**config.mk**
```make
export PLATFORM = sky130hd
export DESIGN_NAME = prog_loader
export DESIGN_NICKNAME = d
export VERILOG_FILES = /design/src/rtl/prog_loader.sv
export SDC_FILE = /design/constraint.sdc
export NUM_CORES = 1
export LEC_CHECK = 0
export CAP_MARGIN = 10
export CELL_PAD_IN_SITES_DETAIL_PLACEMENT = 0
export CELL_PAD_IN_SITES_GLOBAL_PLACEMENT = 1
export CORE_MARGIN = 5
export CORE_UTILIZATION = 39
export DETAILED_ROUTE_END_ITERATION = 6
export PLACE_DENSITY = 0.92
export SLEW_MARGIN = 20
export SYNTH_ARGS = -nofsm -noshare
export SYNTH_HDL_FRONTEND = slang
export SYNTH_SLANG_ARGS = --single-unit
```
**constraint.sdc**
```tcl
create_clock -name clk -period 3.15 [get_ports clk]
set_clock_uncertainty 0.05 [all_clocks]
set_input_delay 0.315 -clock clk [delete_from_list [all_inputs] [get_ports clk]]
set_output_delay 0.315 -clock clk [all_outputs]
set_load 0.02 [all_outputs]
```
**src/rtl/prog_loader.sv**
```systemverilog
// Program loader: packs a host byte stream (3 bytes per instruction) into
// instruction-memory writes, then hands the memory to the CPU for fetch.
module prog_loader #(
    parameter int DEPTH  = 32,
    parameter int ADDR_W = 5,
    parameter int INST_W = 20
) (
    input  logic                clk,
    input  logic                rst,
    input  logic                start,
    input  logic                in_valid,
    input  logic [7:0]          in_data,
    input  logic                in_last,
    output logic                in_ready,
    input  logic                cpu_halted,
    output logic                mem_we,
    output logic [ADDR_W-1:0]   mem_addr,
    output logic [INST_W-1:0]   mem_wdata,
    output logic                inst_read_writenot,
    output logic [ADDR_W:0]     inst_count,
    output logic                done,
    output logic                error
);

    typedef enum logic [2:0] {
        S_IDLE = 3'd0,
        S_B0   = 3'd1,
        S_B1   = 3'd2,
        S_B2   = 3'd3,
        S_WR   = 3'd4,
        S_DONE = 3'd5,
        S_ERR  = 3'd6
    } state_t;

    localparam logic [ADDR_W-1:0] ADDR_MAX = ADDR_W'(DEPTH - 1);
    localparam logic [ADDR_W-1:0] ADDR_ONE = ADDR_W'(1);
    localparam logic [ADDR_W:0]   CNT_ONE  = (ADDR_W + 1)'(1);

    state_t              state_q;
    logic                in_ready_q;
    logic                mem_we_q;
    logic [ADDR_W-1:0]   mem_addr_q;
    logic [INST_W-1:0]   wdata_q;
    logic                rw_q;
    logic [ADDR_W:0]     count_q;
    logic                done_q;
    logic                error_q;
    logic                last_q;

    logic                accept_d;
    logic                new_session_d;
    logic [ADDR_W-1:0]   mem_addr_d;
    logic [ADDR_W:0]     count_d;

    // Only the low nibble of the third byte carries instruction bits.
    generate
        if (INST_W < 24) begin : g_hi_unused
            logic unused_hi_s;
            assign unused_hi_s = ^in_data[7:INST_W-16];
        end
    endgenerate

    // Handshake qualifier and increments used by the state register.
    always_comb begin
        accept_d   = in_valid && in_ready_q;
        mem_addr_d = mem_addr_q + ADDR_ONE;
        count_d    = count_q + CNT_ONE;
    end

    // A reload from DONE needs the CPU parked; IDLE and ERR accept start alone.
    always_comb begin
        new_session_d = 1'b0;
        case (state_q)
            S_IDLE:  new_session_d = start;
            S_DONE:  new_session_d = start && cpu_halted;
            S_ERR:   new_session_d = start;
            default: new_session_d = 1'b0;
        endcase
    end

    // Loader FSM with all handshake/status outputs held in registers.
    always_ff @(posedge clk or posedge rst) begin
        if (rst) begin
            state_q    <= S_IDLE;
            in_ready_q <= 1'b0;
            mem_we_q   <= 1'b0;
            mem_addr_q <= '0;
            wdata_q    <= '0;
            rw_q       <= 1'b1;
            count_q    <= '0;
            done_q     <= 1'b0;
            error_q    <= 1'b0;
            last_q     <= 1'b0;
        end else begin
            mem_we_q <= 1'b0;
            if (new_session_d) begin
                state_q    <= S_B0;
                in_ready_q <= 1'b1;
                rw_q       <= 1'b0;
                mem_addr_q <= '0;
                count_q    <= '0;
                done_q     <= 1'b0;
                error_q    <= 1'b0;
                last_q     <= 1'b0;
            end else begin
                case (state_q)
                    S_B0: begin
                        if (accept_d) begin
                            wdata_q[7:0] <= in_data;
                            state_q      <= S_B1;
                        end
                    end
                    S_B1: begin
                        if (accept_d) begin
                            wdata_q[15:8] <= in_data;
                            state_q       <= S_B2;
                        end
                    end
                    S_B2: begin
                        if (accept_d) begin
                            wdata_q[INST_W-1:16] <= in_data[INST_W-17:0];
                            last_q               <= in_last;
                            in_ready_q           <= 1'b0;
                            mem_we_q             <= 1'b1;
                            state_q              <= S_WR;
                        end
                    end
                    S_WR: begin
                        count_q <= count_d;
                        if (last_q) begin
                            done_q  <= 1'b1;
                            rw_q    <= 1'b1;
                            state_q <= S_DONE;
                        end else if (mem_addr_q == ADDR_MAX) begin
                            error_q <= 1'b1;
                            rw_q    <= 1'b1;
                            state_q <= S_ERR;
                        end else begin
                            mem_addr_q <= mem_addr_d;
                            in_ready_q <= 1'b1;
                            state_q    <= S_B0;
                        end
                    end
                    S_IDLE, S_DONE, S_ERR: begin
                        state_q <= state_q;
                    end
                    default: begin
                        state_q    <= S_IDLE;
                        in_ready_q <= 1'b0;
                        rw_q       <= 1'b1;
                    end
                endcase
            end
        end
    end

    assign in_ready           = in_ready_q;
    assign mem_we             = mem_we_q;
    assign mem_addr           = mem_addr_q;
    assign mem_wdata          = wdata_q;
    assign inst_read_writenot = rw_q;
    assign inst_count         = count_q;
    assign done               = done_q;
    assign error              = error_q;

endmodule

```
# Yosys cells after proc, flatten, opt, wreduce, memory -nomap -nowiden
# Cells that the tools add are included.
# word_totals
reg_bits	40
in_bits	14
out_inout_bits	36
elab_cells	90
# op_classes
add_sub_neg	2
n_eq_ne	18
mux	35
n_bitwise	1
reduce_logical	22
# ops
cell	n
$mux W5	4
$mux W1	19
$mux W3	6
$ne A3 B3 Y1 const B	5
$pmux W3 S5	1
$reduce_and A3 Y1	5
$mux W6	2
$reduce_bool A2 Y1	5
$eq A3 B3 Y1 const B	3
$reduce_and A4 Y1	2
$add A6 B1 Y6 const B	1
$eq A3 B2 Y1 const B	2
$ne A2 B1 Y1 const B	3
$reduce_and A2 Y1	3
$reduce_or A6 Y1	1
$add A5 B1 Y5 const B	1
$eq A5 B5 Y1 const B	1
$reduce_or A5 Y1	1
$ne A2 B2 Y1 const B	2
$ne A4 B4 Y1 const B	1
$pmux W1 S2	2
$eq A3 B1 Y1 const B	1
$logic_not A3 Y1	1
$pmux W1 S3	1
4 further kinds	5

# Depth between registers and ports, before layout
# logic_depth
ltp_word	5
mapped_depth	8
ltp_nobuf	7

# Least setup slack after synthesis
# No wires, ideal clock.
# synth_timing
kind	register to register
from	register mem_addr_q[0] (netlist: mem_addr[0])
to	register mem_addr_q[1] (netlist: mem_addr[1])
setup_time_ns	0.119
arrival_time_ns	1.810
t_required_ns	2.981
setup_slack_ns	1.172
stages_incl_launch_ff	9
n_path_buf	1
synth_period_minus_slack_ns	1.978
path_cell_list	dfrtp_1 -> ha_1 -> and3_1 -> ha_1 -> nor3_1 -> and2_1 -> clkbuf_1 -> mux2i_1 -> nor2_1
# synth_between
elab_chain_cells	5
word_cells_on_any_way	8
classes_between	add/sub: 1; eq/ne: 2; mux: 4; reduce/logical: 1
# synth_lines
element	line	rtl
from (decl)	42	logic [ADDR_W-1:0] mem_addr_q;
from (signal assigned)	139	mem_addr_q <= mem_addr_d;
$add A5 B1 Y5	66	mem_addr_d = mem_addr_q + ADDR_ONE;
$mux W5	134	end else if (mem_addr_q == ADDR_MAX) begin
$mux W5	130	if (last_q) begin
$mux W5	106	case (state_q)
$mux W5	96	if (new_session_d) begin
# Parallel ways exist; a longest one is shown, timed or not. The select of a mux whose other input is x is not followed.
# A chain may end at the register's enable or synchronous reset.

# Final worst setup path
# layout_timing
from	register state_q[0]
to	register wdata_q[2] (netlist: mem_wdata[2])
# layout_between
elab_chain_cells	5
word_cells_on_any_way	8
classes_between	eq/ne: 3; mux: 1; bitwise: 1; reduce/logical: 3
# layout_lines
element	line	rtl
from (decl)	39	state_t state_q;
from (signal assigned)	145	state_q <= state_q;
$eq A3 B3 Y1 / $logic_not A3 Y1 (equally long branches)	73	case (state_q)
$reduce_or A2 Y1 (no source line)	n/a	
$pmux W1 S2	73	
$not A1 Y1 (no source line)	n/a	
$reduce_and A3 Y1 (no source line) *	n/a	
to (signal assigned)	109	wdata_q[7:0] <= in_data;
to (signal, indexed assignment)	121	wdata_q[INST_W-1:16] <= in_data[INST_W-17:0];
to (decl)	43	logic [INST_W-1:0] wdata_q;
# Mark *: on every way between the ends. The rest lies on a longest branch, timed or not.

==> metrics <==
status finished, final reports clean; Gate power share 0.454; CTS Buf Count 5; Crit Path Max Fanout 15; Reg power frac 0.392; Power per Cell Area 941 nW/um^2; Core Area 4380 um^2; # rows 24; clock latency on the worst-skew pair 0.29 ns; Post-Syn Area per Cell 12.3 um^2; CP required between 3 and 4 ns; Crit. Startpoint state_q[0]; routed wire length ~3.7 mm; clock buffer depth 2; die height a little under 80 um; area leader, netlist dfrtp_1; global-route wire length before repair around 6.4 mm; DRT Pass-1 Iters 4; Startpoint Class flip-flop; WS Path Type reg2reg; synthesis-to-finish area growth 35.2%; Hold-fix buffers, CTS 0; H-Tree Depth 2; leakage 1.06 nW; via count 1254; CTS tree built; final cell count without fillers 248; mapped cell area 1770 um^2; maximum vdd drop 0.000525 V; max-slew violations 0; max-cap viol count 0; largest net degree at the start of global routing 41; post-CTS setup buffer count 0; unrepaired setup endpoints after global routing no; DRC 0; Peak Freq 490 MHz; initial drt markers 54; DP Area 2290 um^2; Initial Util 0.403; fraction of power spent switching nets 0.377; Post-Synthesis Cells about 140; GR Overflow Total 0; fin crit share 0.648; worst relative slew slack 0.554; post-route cell area 2390 um^2; largest cells by area after synthesis dfrtp_1, mux2_2, nor2_1; DPL Wire Length roughly 2.7 mm; GPL Wtd Cong 0.780; post-detailed-route wirelength per cell 15.1 um; # diodes 0; Seq/Total Area, Yosys 0.568; Int Pwr 0.00140 W; setup_tns 0 ns; Die X-Extent roughly 77 um; Multi-input gate area roughly 720 um^2; Hold Path Class in2async; Root Driver clkbuf_8; I/O pins 50; sequential cell area ~1000 um^2; Via density 5.06; initial antenna violation count 0; ratio of cells with drive above 1 in the final layout 0.179; die area 5970 um^2; dpl cells 240; Net Count, Synth 161; net switching power ~0.00085 W; clock power share 0.154; post-synth cell types 35; synthesized flop and latch total 40; Final Setup Violations 0; number of nets with antenna violations after routing 0; post-synth top area share 0.553; CP Capture Type flip-flop; Worst-Margin Slew 0.667 ns; nets ~210; Fin. Hold Viols 0; reg2reg start state_q[0]; Fin Hold WS slightly below 0.4 ns; worst path arrival time 2.16 ns; post-cts sizing count 0; warnings from Yosys 0; Total Routing Usage GR 0.135; Final min period 2.04 ns; filler instances 393; CTS Sinks 40; number of global-route vias before repair 1307; I/O Buffers 49; Clk pin slew, worst setup/hold paths 0.09 ns
synthesized netlist by cell type (all sizes together):
cell type and count:
nand2 4, a21boi 1, buf 4, o21ai 3, nor2 18, mux2i 3
and3 5, nand3 2, or2 1, nor3b 1, dfstp 1, ha 3
nand2b 1, nor3 1, a21oi 8, or3 2, nor2b 3, or4b 1
inv 2, xnor2 4, o211ai 1, clkbuf 2, xor2 4, and2 1
and2b 1, dfrtp 39, and4b 1, o22a 1, mux2 20, nand4 4
a311oi 1, a211o 1
flip-flops by register name (all words and copies together), names as in the netlist:
register	count
in_ready	1
last_q	1
mem_we	1
state_q	3
done	1
mem_addr	5
error	1
inst_read_writenot	1
inst_count	6
mem_wdata	20
final timing paths:
kind / slack [ns] / endpoint / cells after the start
setup / recovery: 1.11 / mem_wdata[2] / 3
hold / removal: 0.39 / mem_wdata[13] / 3
setup reg to reg: 1.11 / mem_wdata[2] / 3
hold reg to reg: 0.46 / done / 2
max in group asynchronous: 2.29 / inst_read_writenot / 3
min in group clk: 0.46 / done / 2
power by group through the flow:
stage,sequential [W],combinational (W),clock (W)
after floorplan,0.00104,0.000438,0
after global placement,0.000880,0.00102,0
after detailed placement,0.000890,0.00103,0
after CTS,0.000882,0.00104,0.000359
after global routing,0.000918,0.00111,0.000387
final,0.000880,0.00102,0.000346
worst max-delay path: stages (launching register included):
cell and delay [ns]:
dfrtp_1 0.62, and4b_1 0.29, nor2b_1 0.56, mux2_2 0.40
cell type report:
class | instances | share of cell area
sequential | 40 | 0.420
multi-input combinational | 96 | 0.302
timing repair buffer | 50 | 0.209
clock buffer | 5 | 0.0288
tap | 52 | 0.0273
clock inverter | 3 | 0.00996
inverter | 2 | 0.00314
through the flow:
stage,power [W],util,setup slack (ns)
after floorplan,0.00148,-,1.17
after global placement,0.00190,0.523,0.924
after detailed placement,0.00192,0.523,0.871
after CTS,0.00228,0.545,1.08
after global routing,0.00241,0.545,0.974
final,0.00225,0.545,1.11
cells by family (layout without fill, tap and decap cells):
kind of cell | Yosys count | in the layout | share of synthesized area
simple gates | 46 | 46 | 0.142
mux | 23 | 23 | 0.145
flops | 40 | 40 | 0.568
fa+ha+maj | 3 | 3 | 0.0213
buf+inv | 8 | 60 | 0.0234
xor+xnor | 8 | 8 | 0.0397
compound gates | 16 | 16 | 0.0610
layer usage:
metal / wire length [um] / global-route usage
met3: 307 / 0.0656
met4: 29 / 0.0464
met5: 0 / 0
met2: 1740 / 0.202
met1: 1650 / 0.168
cells in the final DEF, fill, tap and decap left out:
cell type        instances
nand2_1                  4
a21boi_4                 1
clkdlybuf4s50_1         49
xor2_1                   4
a311oi_1                 1
nor2b_1                  3
o211ai_1                 1
inv_1                    2
and2_1                   1
nor2_2                   1
nand2b_1                 1
mux2_2                  20
and2b_1                  1
or2_2                    1
buf_4                    1
nor2_1                  17
a21oi_1                  8
dfrtp_1                 39
and4b_1                  1
o22a_1                   1
dfstp_2                  1
ha_1                     3
or3_4                    1
or4b_1                   1
mux2i_1                  3
o21ai_0                  3
nand4_1                  4
a211o_1                  1
nor3b_2                  1
clkinv_4                 1
xnor2_1                  4
or3_1                    1
clkinvlp_4               2
nand3_1                  2
and3_1                   5
clkbuf_8                 5
nor3_1                   1
Note: power is estimated with default switching activity, not from simulation.
